**config.mk**
```make
export PLATFORM = sky130hd
export DESIGN_NAME = if_prefetch
export DESIGN_NICKNAME = d
export VERILOG_FILES = /design/src/rtl/if_prefetch.sv
export SDC_FILE = /design/constraint.sdc
export NUM_CORES = 1
export LEC_CHECK = 0
export CAP_MARGIN = 20
export CORE_UTILIZATION = 56
export DETAILED_ROUTE_END_ITERATION = 7
export GPL_TIMING_DRIVEN = 0
export HOLD_SLACK_MARGIN = 0.12
export PLACE_DENSITY_LB_ADDON = 0.1
export SETUP_SLACK_MARGIN = 0.5
export SLEW_MARGIN = 20
export SYNTH_ARGS = -nofsm -noshare
export SYNTH_HDL_FRONTEND = slang
export SYNTH_SLANG_ARGS = --single-unit
```
**constraint.sdc**
```tcl
create_clock -name clk_i -period 3.6 [get_ports clk_i]
set_input_delay 0.54 -clock clk_i [delete_from_list [all_inputs] [get_ports clk_i]]
set_output_delay 0.54 -clock clk_i [all_outputs]
set_load 0.005 [all_outputs]
```
**src/rtl/if_prefetch.sv**
```systemverilog
// Purpose : instruction-fetch front end; sequential fetches into a DEPTH-entry prefetch queue feeding ID.
// Latency : fetch issue to inst_valid_o 2 cycles; redirect to first target instruction valid 3 cycles.
// Backpr. : id_ready_i low lets the queue fill to DEPTH, then fetching stops; it resumes in the cycle a pop occurs.
//
// Ports:
//   clk_i, rst_i                  clock, asynchronous active-low reset
//   imem_ce_o / imem_addr_o       fetch request and address to a one-cycle-latency synchronous memory
//   imem_rdata_i                  read data, valid the cycle after a request
//   redirect_i / redirect_pc_i    taken branch/jump: flush queue, drop in-flight fetch, refetch at target
//   id_ready_i                    ID consumes the head entry this cycle
//   inst_valid_o/inst_o/inst_addr_o  registered head entry of the queue
//   count_o                       occupied entries, 0..DEPTH
module if_prefetch #(
    parameter int                    ADDR_WIDTH = 32,
    parameter int                    DATA_WIDTH = 32,
    parameter int                    DEPTH      = 4,
    parameter logic [ADDR_WIDTH-1:0] RESET_PC   = '0,
    parameter int                    INST_STEP  = 4
) (
    input  logic                    clk_i,
    input  logic                    rst_i,
    output logic                    imem_ce_o,
    output logic [ADDR_WIDTH-1:0]   imem_addr_o,
    input  logic [DATA_WIDTH-1:0]   imem_rdata_i,
    input  logic                    redirect_i,
    input  logic [ADDR_WIDTH-1:0]   redirect_pc_i,
    input  logic                    id_ready_i,
    output logic                    inst_valid_o,
    output logic [DATA_WIDTH-1:0]   inst_o,
    output logic [ADDR_WIDTH-1:0]   inst_addr_o,
    output logic [$clog2(DEPTH):0]  count_o
);

    localparam int PTR_W = $clog2(DEPTH);
    localparam int CNT_W = PTR_W + 1;
    localparam logic [CNT_W:0] DEPTH_OCC = (CNT_W + 1)'(DEPTH);

    typedef struct packed {
        logic [DATA_WIDTH-1:0] inst;
        logic [ADDR_WIDTH-1:0] addr;
    } entry_t;

    entry_t                  queue_q [DEPTH];
    logic [ADDR_WIDTH-1:0]   fetch_pc_q;
    logic [ADDR_WIDTH-1:0]   inflight_addr_q;
    logic                    inflight_q;
    logic [PTR_W-1:0]        rd_ptr_q;
    logic [PTR_W-1:0]        wr_ptr_q;
    logic [CNT_W-1:0]        count_q;

    logic                    pop;
    logic                    issue;
    logic                    wr_en;
    logic [CNT_W:0]          occ;

    // Targets are word aligned; the low two bits of the redirect PC are dropped.
    logic                    redirect_lsb_unused;
    assign redirect_lsb_unused = ^redirect_pc_i[1:0];

    assign inst_valid_o = (count_q != '0);
    assign pop          = inst_valid_o & id_ready_i & ~redirect_i;

    // Occupancy seen by the issue rule counts the in-flight fetch as already
    // holding a slot, and credits a slot freed by this cycle's pop so fetching
    // restarts in the same cycle ID drains a full queue. pop implies count_q>=1,
    // so the subtraction cannot underflow.
    assign occ   = {1'b0, count_q} + {{CNT_W{1'b0}}, inflight_q} - {{CNT_W{1'b0}}, pop};
    // rst_i gates the request so imem_ce_o is low for the whole reset window.
    assign issue = rst_i & ~redirect_i & (occ < DEPTH_OCC);
    assign wr_en = inflight_q & ~redirect_i;

    assign imem_ce_o   = issue;
    assign imem_addr_o = fetch_pc_q;
    assign inst_o      = queue_q[rd_ptr_q].inst;
    assign inst_addr_o = queue_q[rd_ptr_q].addr;
    assign count_o     = count_q;

    always_ff @(posedge clk_i or negedge rst_i) begin
        if (!rst_i) begin
            fetch_pc_q      <= RESET_PC;
            inflight_q      <= 1'b0;
            inflight_addr_q <= '0;
            rd_ptr_q        <= '0;
            wr_ptr_q        <= '0;
            count_q         <= '0;
        end else if (redirect_i) begin
            // Flush wins over everything; clearing inflight_q discards the
            // response that lands next cycle.
            fetch_pc_q <= {redirect_pc_i[ADDR_WIDTH-1:2], 2'b00};
            inflight_q <= 1'b0;
            rd_ptr_q   <= '0;
            wr_ptr_q   <= '0;
            count_q    <= '0;
        end else begin
            if (issue) begin
                fetch_pc_q      <= fetch_pc_q + ADDR_WIDTH'(INST_STEP);
                inflight_addr_q <= fetch_pc_q;
            end
            inflight_q <= issue;
            if (wr_en) wr_ptr_q <= wr_ptr_q + PTR_W'(1);
            if (pop)   rd_ptr_q <= rd_ptr_q + PTR_W'(1);
            count_q <= count_q + {{PTR_W{1'b0}}, wr_en} - {{PTR_W{1'b0}}, pop};
        end
    end

    // Storage is cleared on reset so the head outputs read zero while idle.
    always_ff @(posedge clk_i or negedge rst_i) begin
        if (!rst_i) begin
            for (int i = 0; i < DEPTH; i++) queue_q[i] <= '0;
        end else if (wr_en) begin
            queue_q[wr_ptr_q] <= '{inst: imem_rdata_i, addr: inflight_addr_q};
        end
    end

endmodule

```
[Word level (Yosys, flattened, before mapping)]
Cells that the tools add are included.
Cells by class
  bitwise gates (word level): 8
  add/sub/neg operators: 7
  muxes and demuxes: 14
  reductions and logical operators: 6
  shifts and indexed selects: 0
  order comparisons: 4
  equal/unequal tests: 0
  multiply operators: 0
  div/mod/pow operators: 0
Operators with widths (count)
  256-bit bitwise mux: 1
  64-bit 2-to-1 mux: 3
  64-bit binary-select mux with 2-bit select: 1
  64-bit demux with 2-bit select: 1
  32-bit 2-to-1 mux: 2
  32-bit by 3-bit adder with 32-bit output (second input constant): 1
  2-bit 2-to-1 mux: 4
  3-bit greater-or-equal comparator (second input constant): 2
  2-bit NOT with 3-bit output: 2
  2-bit nonzero test: 3
  1-bit AND: 5
  2-bit by 1-bit adder with 2-bit output (second input constant): 2
  3-bit by 1-bit adder with 4-bit output: 1
  4-bit by 3-bit less-than comparator with 1-bit output (second input constant): 1
  4-bit by 1-bit subtractor with 4-bit output: 1
  3-bit by 1-bit adder with 3-bit output: 1
  3-bit by 1-bit less-than comparator with 1-bit output (second input constant): 1
  3-bit 2-to-1 mux: 1
  3-bit nonzero test: 1
  3-bit by 1-bit subtractor with 3-bit output: 1
  2-bit AND reduction: 1
  1-bit logical AND: 1
  1-bit 2-to-1 mux: 1
  1-bit NOT: 1
Word-level totals
  flip-flop bits (word level): 328
  RAM bits: 0
  word-level logic and storage cells: 53
  ROM bits: 0
  input bits: 68
  bits in latches: 0
  output and inout port bits: 101
  memories kept: 0

[Depth between registers and ports, before layout]
  depth after elaboration: 8
  gate-level depth with buffers: 13
  mapped depth without buffers: 11

[Worst setup path after synthesis]
Ideal clock, no wire load.
  path type: register -> output
  start: register count_q[1], in the netlist count_o[1]
  end: output port imem_ce_o
  setup slack: 538 ps
  data arrival time: 2522 ps
  stages on the path, launching flop included: 12
  path through: dfrtp_1 or3_1 nand2_1 or3_1 ha_1 nand2_1 a32oi_1 clkbuf_1 inv_1 o21ai_1 inv_1 clkbuf_1
Between the ends
  longest elaborated chain between the ends: 6
  elaborated cells on any way between the ends: 7
Ends and longest elaborated chain
  start: declaration: line 49  | logic [CNT_W-1:0] count_q;
  start signal: assignment: line 102  | count_q <= count_q + {{PTR_W{1'b0}}, wr_en} - {{PTR_W{1'b0}}, pop};
  3-bit nonzero test: line 60  | assign inst_valid_o = (count_q != '0);
  net inst_valid_o: line 28  | output logic inst_valid_o,
  1-bit AND (2 in a row): line 61  | assign pop = inst_valid_o & id_ready_i & ~redirect_i;
  4-bit by 1-bit subtractor with 4-bit output: line 67  | assign occ = {1'b0, count_q} + {{CNT_W{1'b0}}, inflight_q} - {{CNT_W{1'b0}}, pop};
  4-bit by 3-bit less-than comparator with 1-bit output: line 69  | assign issue = rst_i & ~redirect_i & (occ < DEPTH_OCC);
  1-bit AND: line 69
  end: declaration: line 22  | output logic imem_ce_o,
The timed path passes the listed nets, and every way through them passes these cells.

[Worst setup path in the final report]
  start: register count_q[1], in the netlist count_o[1]
  end: output port imem_ce_o
Between the ends
  longest elaborated chain between the ends: 6
  elaborated cells on any way between the ends: 7
Ends and longest elaborated chain (line)
  parallel branches: the longest is 3 deep, another holds 3-bit by 1-bit adder with 4-bit output
  4-bit by 1-bit subtractor with 4-bit output *: 67
  4-bit by 3-bit less-than comparator with 1-bit output *: 69
  1-bit AND *: 69
Every way passes the cells marked *.

==> reports/metrics.csv <==
metric,value,unit
cp_max_fo,4,
finalSetupViolations,0,
core_area,24500,µm²
period_needed,3200,ps
fp.dieW,161,µm
power,13.5,mW
tightestPinTransition,798,ps
tns,0,ps
path_clk_slew,60,ps
syn_avg_cell_area,14.3,µm²
power.density,757,nW/µm²
rows,57,
status,completed,
routed_wl,31700,µm
p_leak,8.14,nW
clockRootBuffer,clkbuf_16,
drtIter0Drc,475,
die_h,161,µm
die_area,25900,µm²
cap_violations,0,
fmax,312,MHz
antenna_found_initial,1,
ant_nets,0,
grt_pass1_vias,9441,
ioPinCount,169,
numPortBuffers,162,
worstPathArrival,2660,ps
grtUsageTotal,0.257,
r2r_slack,600,ps
grt-ovfl-total,0,
grt_max_degree,100,
cts_sinks,316,
endpoint_kind,output pin,
netlist_area,14200,µm²
yosys_register_bits,316,
reg2reg_to,imem_addr_o[23],
crit_type,flop to output pin,
start_util,0.577,
vdd_drop_max,0.000460,V
critPathRequiredTime,3060,ps
slew-limit-headroom,0.464,
area_growth,26.2,%
synth_cell_types,37,
rr_worst_depth,10,
synthCells,993,
cts_max_path_buffers,3,
dp_hpwl,20800,µm
insertedDiodeCount,0,
wire_per_inst,20.3,µm
clock-skew-final,14.7,ps
clk_latency,500,ps
synth_warnings,0,
r2r_start,count_o[1],
layout-drive-gt1-share,0.354,
drtPass1Iterations,5,
fin_crit_sh,0.889,
rsz0062_at_grt,true,
hold_path.class,primary input to async pin,
vias_per_cell,5.76,
drc,0,
cts.htree.levels,2,
crit_path_start_kind,flop,
ys_seq_area_frac,0.559,
final_hold_viol_count,0,
slew_violations,0,
gp_congestion,0.883,
cts_tree,built,
nNetsFinal,1292,
vias,9004,
cts_inserted_buffers,34,
grt_first_pass_wirelength,51600,µm
worst max-delay path, cell delays in order, from the launching register on:
cell       delay (ps)
dfrtp_2           400
buf_4             130
buf_4             140
ha_1              330
nor2b_1           270
nand3_1           200
mux2i_4           250
o21ai_4           110
inv_2             100
clkbuf_16         130
buf_6              90
registers in the layout, summed over array words and instances (netlist names):
name             cells
count_o              3
imem_addr_o         30
inflight_addr_q     30
inflight_q           1
queue_q            248
rd_ptr_q             2
wr_ptr_q             2
cell families (layout without fill, tap and decap cells):
kind of cell    after synthesis  in the layout  share of synthesized area
simple gates                178            178                     0.0550
compound gates               51             51                     0.0256
mux                         324            324                      0.307
buf+inv                      78            321                     0.0224
other cells                   1              4                   0.000265
flops                       316            316                      0.559
fa+ha+maj                     9              9                    0.00849
xor+xnor                     36             36                     0.0223
stage by stage:
stage / worst slack (ps) / std cells / hold slack, ps / area (µm²) / utilization
after floorplan: 538 / 996 / 244 / 14200 / -
after global placement: -11740 / 1482 / 482 / 16200 / 0.660
after detailed placement: -1420 / 1485 / 487 / 16300 / 0.663
after CTS: 280 / 1558 / 120 / 17800 / 0.725
after global routing: 312 / 1563 / 138 / 17900 / 0.728
final: 399 / 1563 / 101 / 17900 / 0.728
placed cells by master, fill, tap and decap left out, types with 6 or more instances in the layout:
| cell type | synthesis | routed |
|---|---|---|
| nand4_1 | 10 | 10 |
| nand2_1 | 125 | 123 |
| xnor2_1 | 21 | 21 |
| a2111oi_0 | 14 | 10 |
| buf_16 | 0 | 6 |
| mux4_2 | 62 | 62 |
| clkbuf_1 | 51 | 50 |
| clkbuf_8 | 0 | 8 |
| buf_4 | 4 | 21 |
| inv_1 | 13 | 11 |
| nand3_1 | 14 | 14 |
| ha_1 | 8 | 7 |
| mux2_2 | 258 | 258 |
| clkbuf_2 | 0 | 6 |
| xor2_1 | 15 | 15 |
| clkbuf_16 | 0 | 38 |
| dfrtp_1 | 316 | 315 |
| a21oi_1 | 6 | 6 |
| o21ai_0 | 19 | 19 |
| clkdlybuf4s50_1 | 0 | 158 |
| nor2_1 | 9 | 8 |
routing by layer:
layer	GRT usage	vias up	part of all wire
met5	0	-	0
met4	0.0626	0	0.016
met3	0.0429	42	0.059
met2	0.418	274	0.49
met1	0.364	4667	0.44
li1	-	4021	-
report_power, final:
group,internal (mW),switching [mW]
combinational,2.79,1.77
sequential,4.56,0.676
clock,2.37,1.36
area by class of cell:
cell class,count,area [µm²]
multi-input combinational,602,6030
sequential,316,7910
inverter,13,51.3
clock buffer,51,1050
tap,324,405
fill,1680,6670
clock inverter,9,170
buffer,65,343
timing repair buffer,183,1910
how the worst max path moves through the flow:
| stage | slack [ps] | end | startpoint | cells after the start |
|---|---|---|---|---|
| 2_1_floorplan | 540 | imem_ce_o | count_o[1] | 11 |
| 3_3_place_gp | -11740 | queue_q[84] | rst_i | 1 |
| 3_5_place_dp | -1420 | imem_ce_o | redirect_i | 11 |
| 4_1_cts | 280 | imem_ce_o | count_o[0] | 12 |
| 5_1_grt | 310 | imem_ce_o | count_o[1] | 10 |
| 6_report | 400 | imem_ce_o | count_o[1] | 10 |
synthesized netlist by cell type:
master	count	area share
nor2b_1	5	0.0022
buf_1	8	0.0021
nand4_1	10	0.0044
a2111oi_2	4	0.0042
o21ai_0	19	0.0067
buf_4	4	0.0021
a211oi_1	3	0.0016
ha_1	8	0.0071
xnor2_1	21	0.013
fa_1	1	0.0014
mux2_2	258	0.21
and3_1	3	0.0013
nand2_1	125	0.033
xor2_1	15	0.0093
mux2i_1	3	0.0021
a21oi_2	1	0.00062
mux4_2	62	0.099
a2111oi_0	14	0.0087
a21oi_1	6	0.0021
or4_1	2	0.0011
or3_1	2	0.00088
nor2b_2	1	0.00062
nor4_2	1	0.00088
nor2_1	9	0.0024
o21ai_1	3	0.0011
and2_1	4	0.0018
mux2_4	1	0.0011
nand3b_1	1	0.00053
clkbuf_1	51	0.014
or4_4	1	0.00080
nand3_1	14	0.0050
buf_6	1	0.00080
conb_1	1	0.00026
a32oi_1	1	0.00062
inv_1	13	0.0034
buf_2	1	0.00035
dfrtp_1	316	0.56
repair_timing:
| item | in CTS | in global routing |
|---|---|---|
| setup endpoints to repair | 105 | 29 |
| buffers inserted | 9 | 5 |
| hold endpoints to repair | 62 | 0 |
| pin swaps | 7 | 5 |
| gates resized for setup | 61 | 15 |
| hold buffers | 4 | 0 |
(Power assumes the default switching activity.)
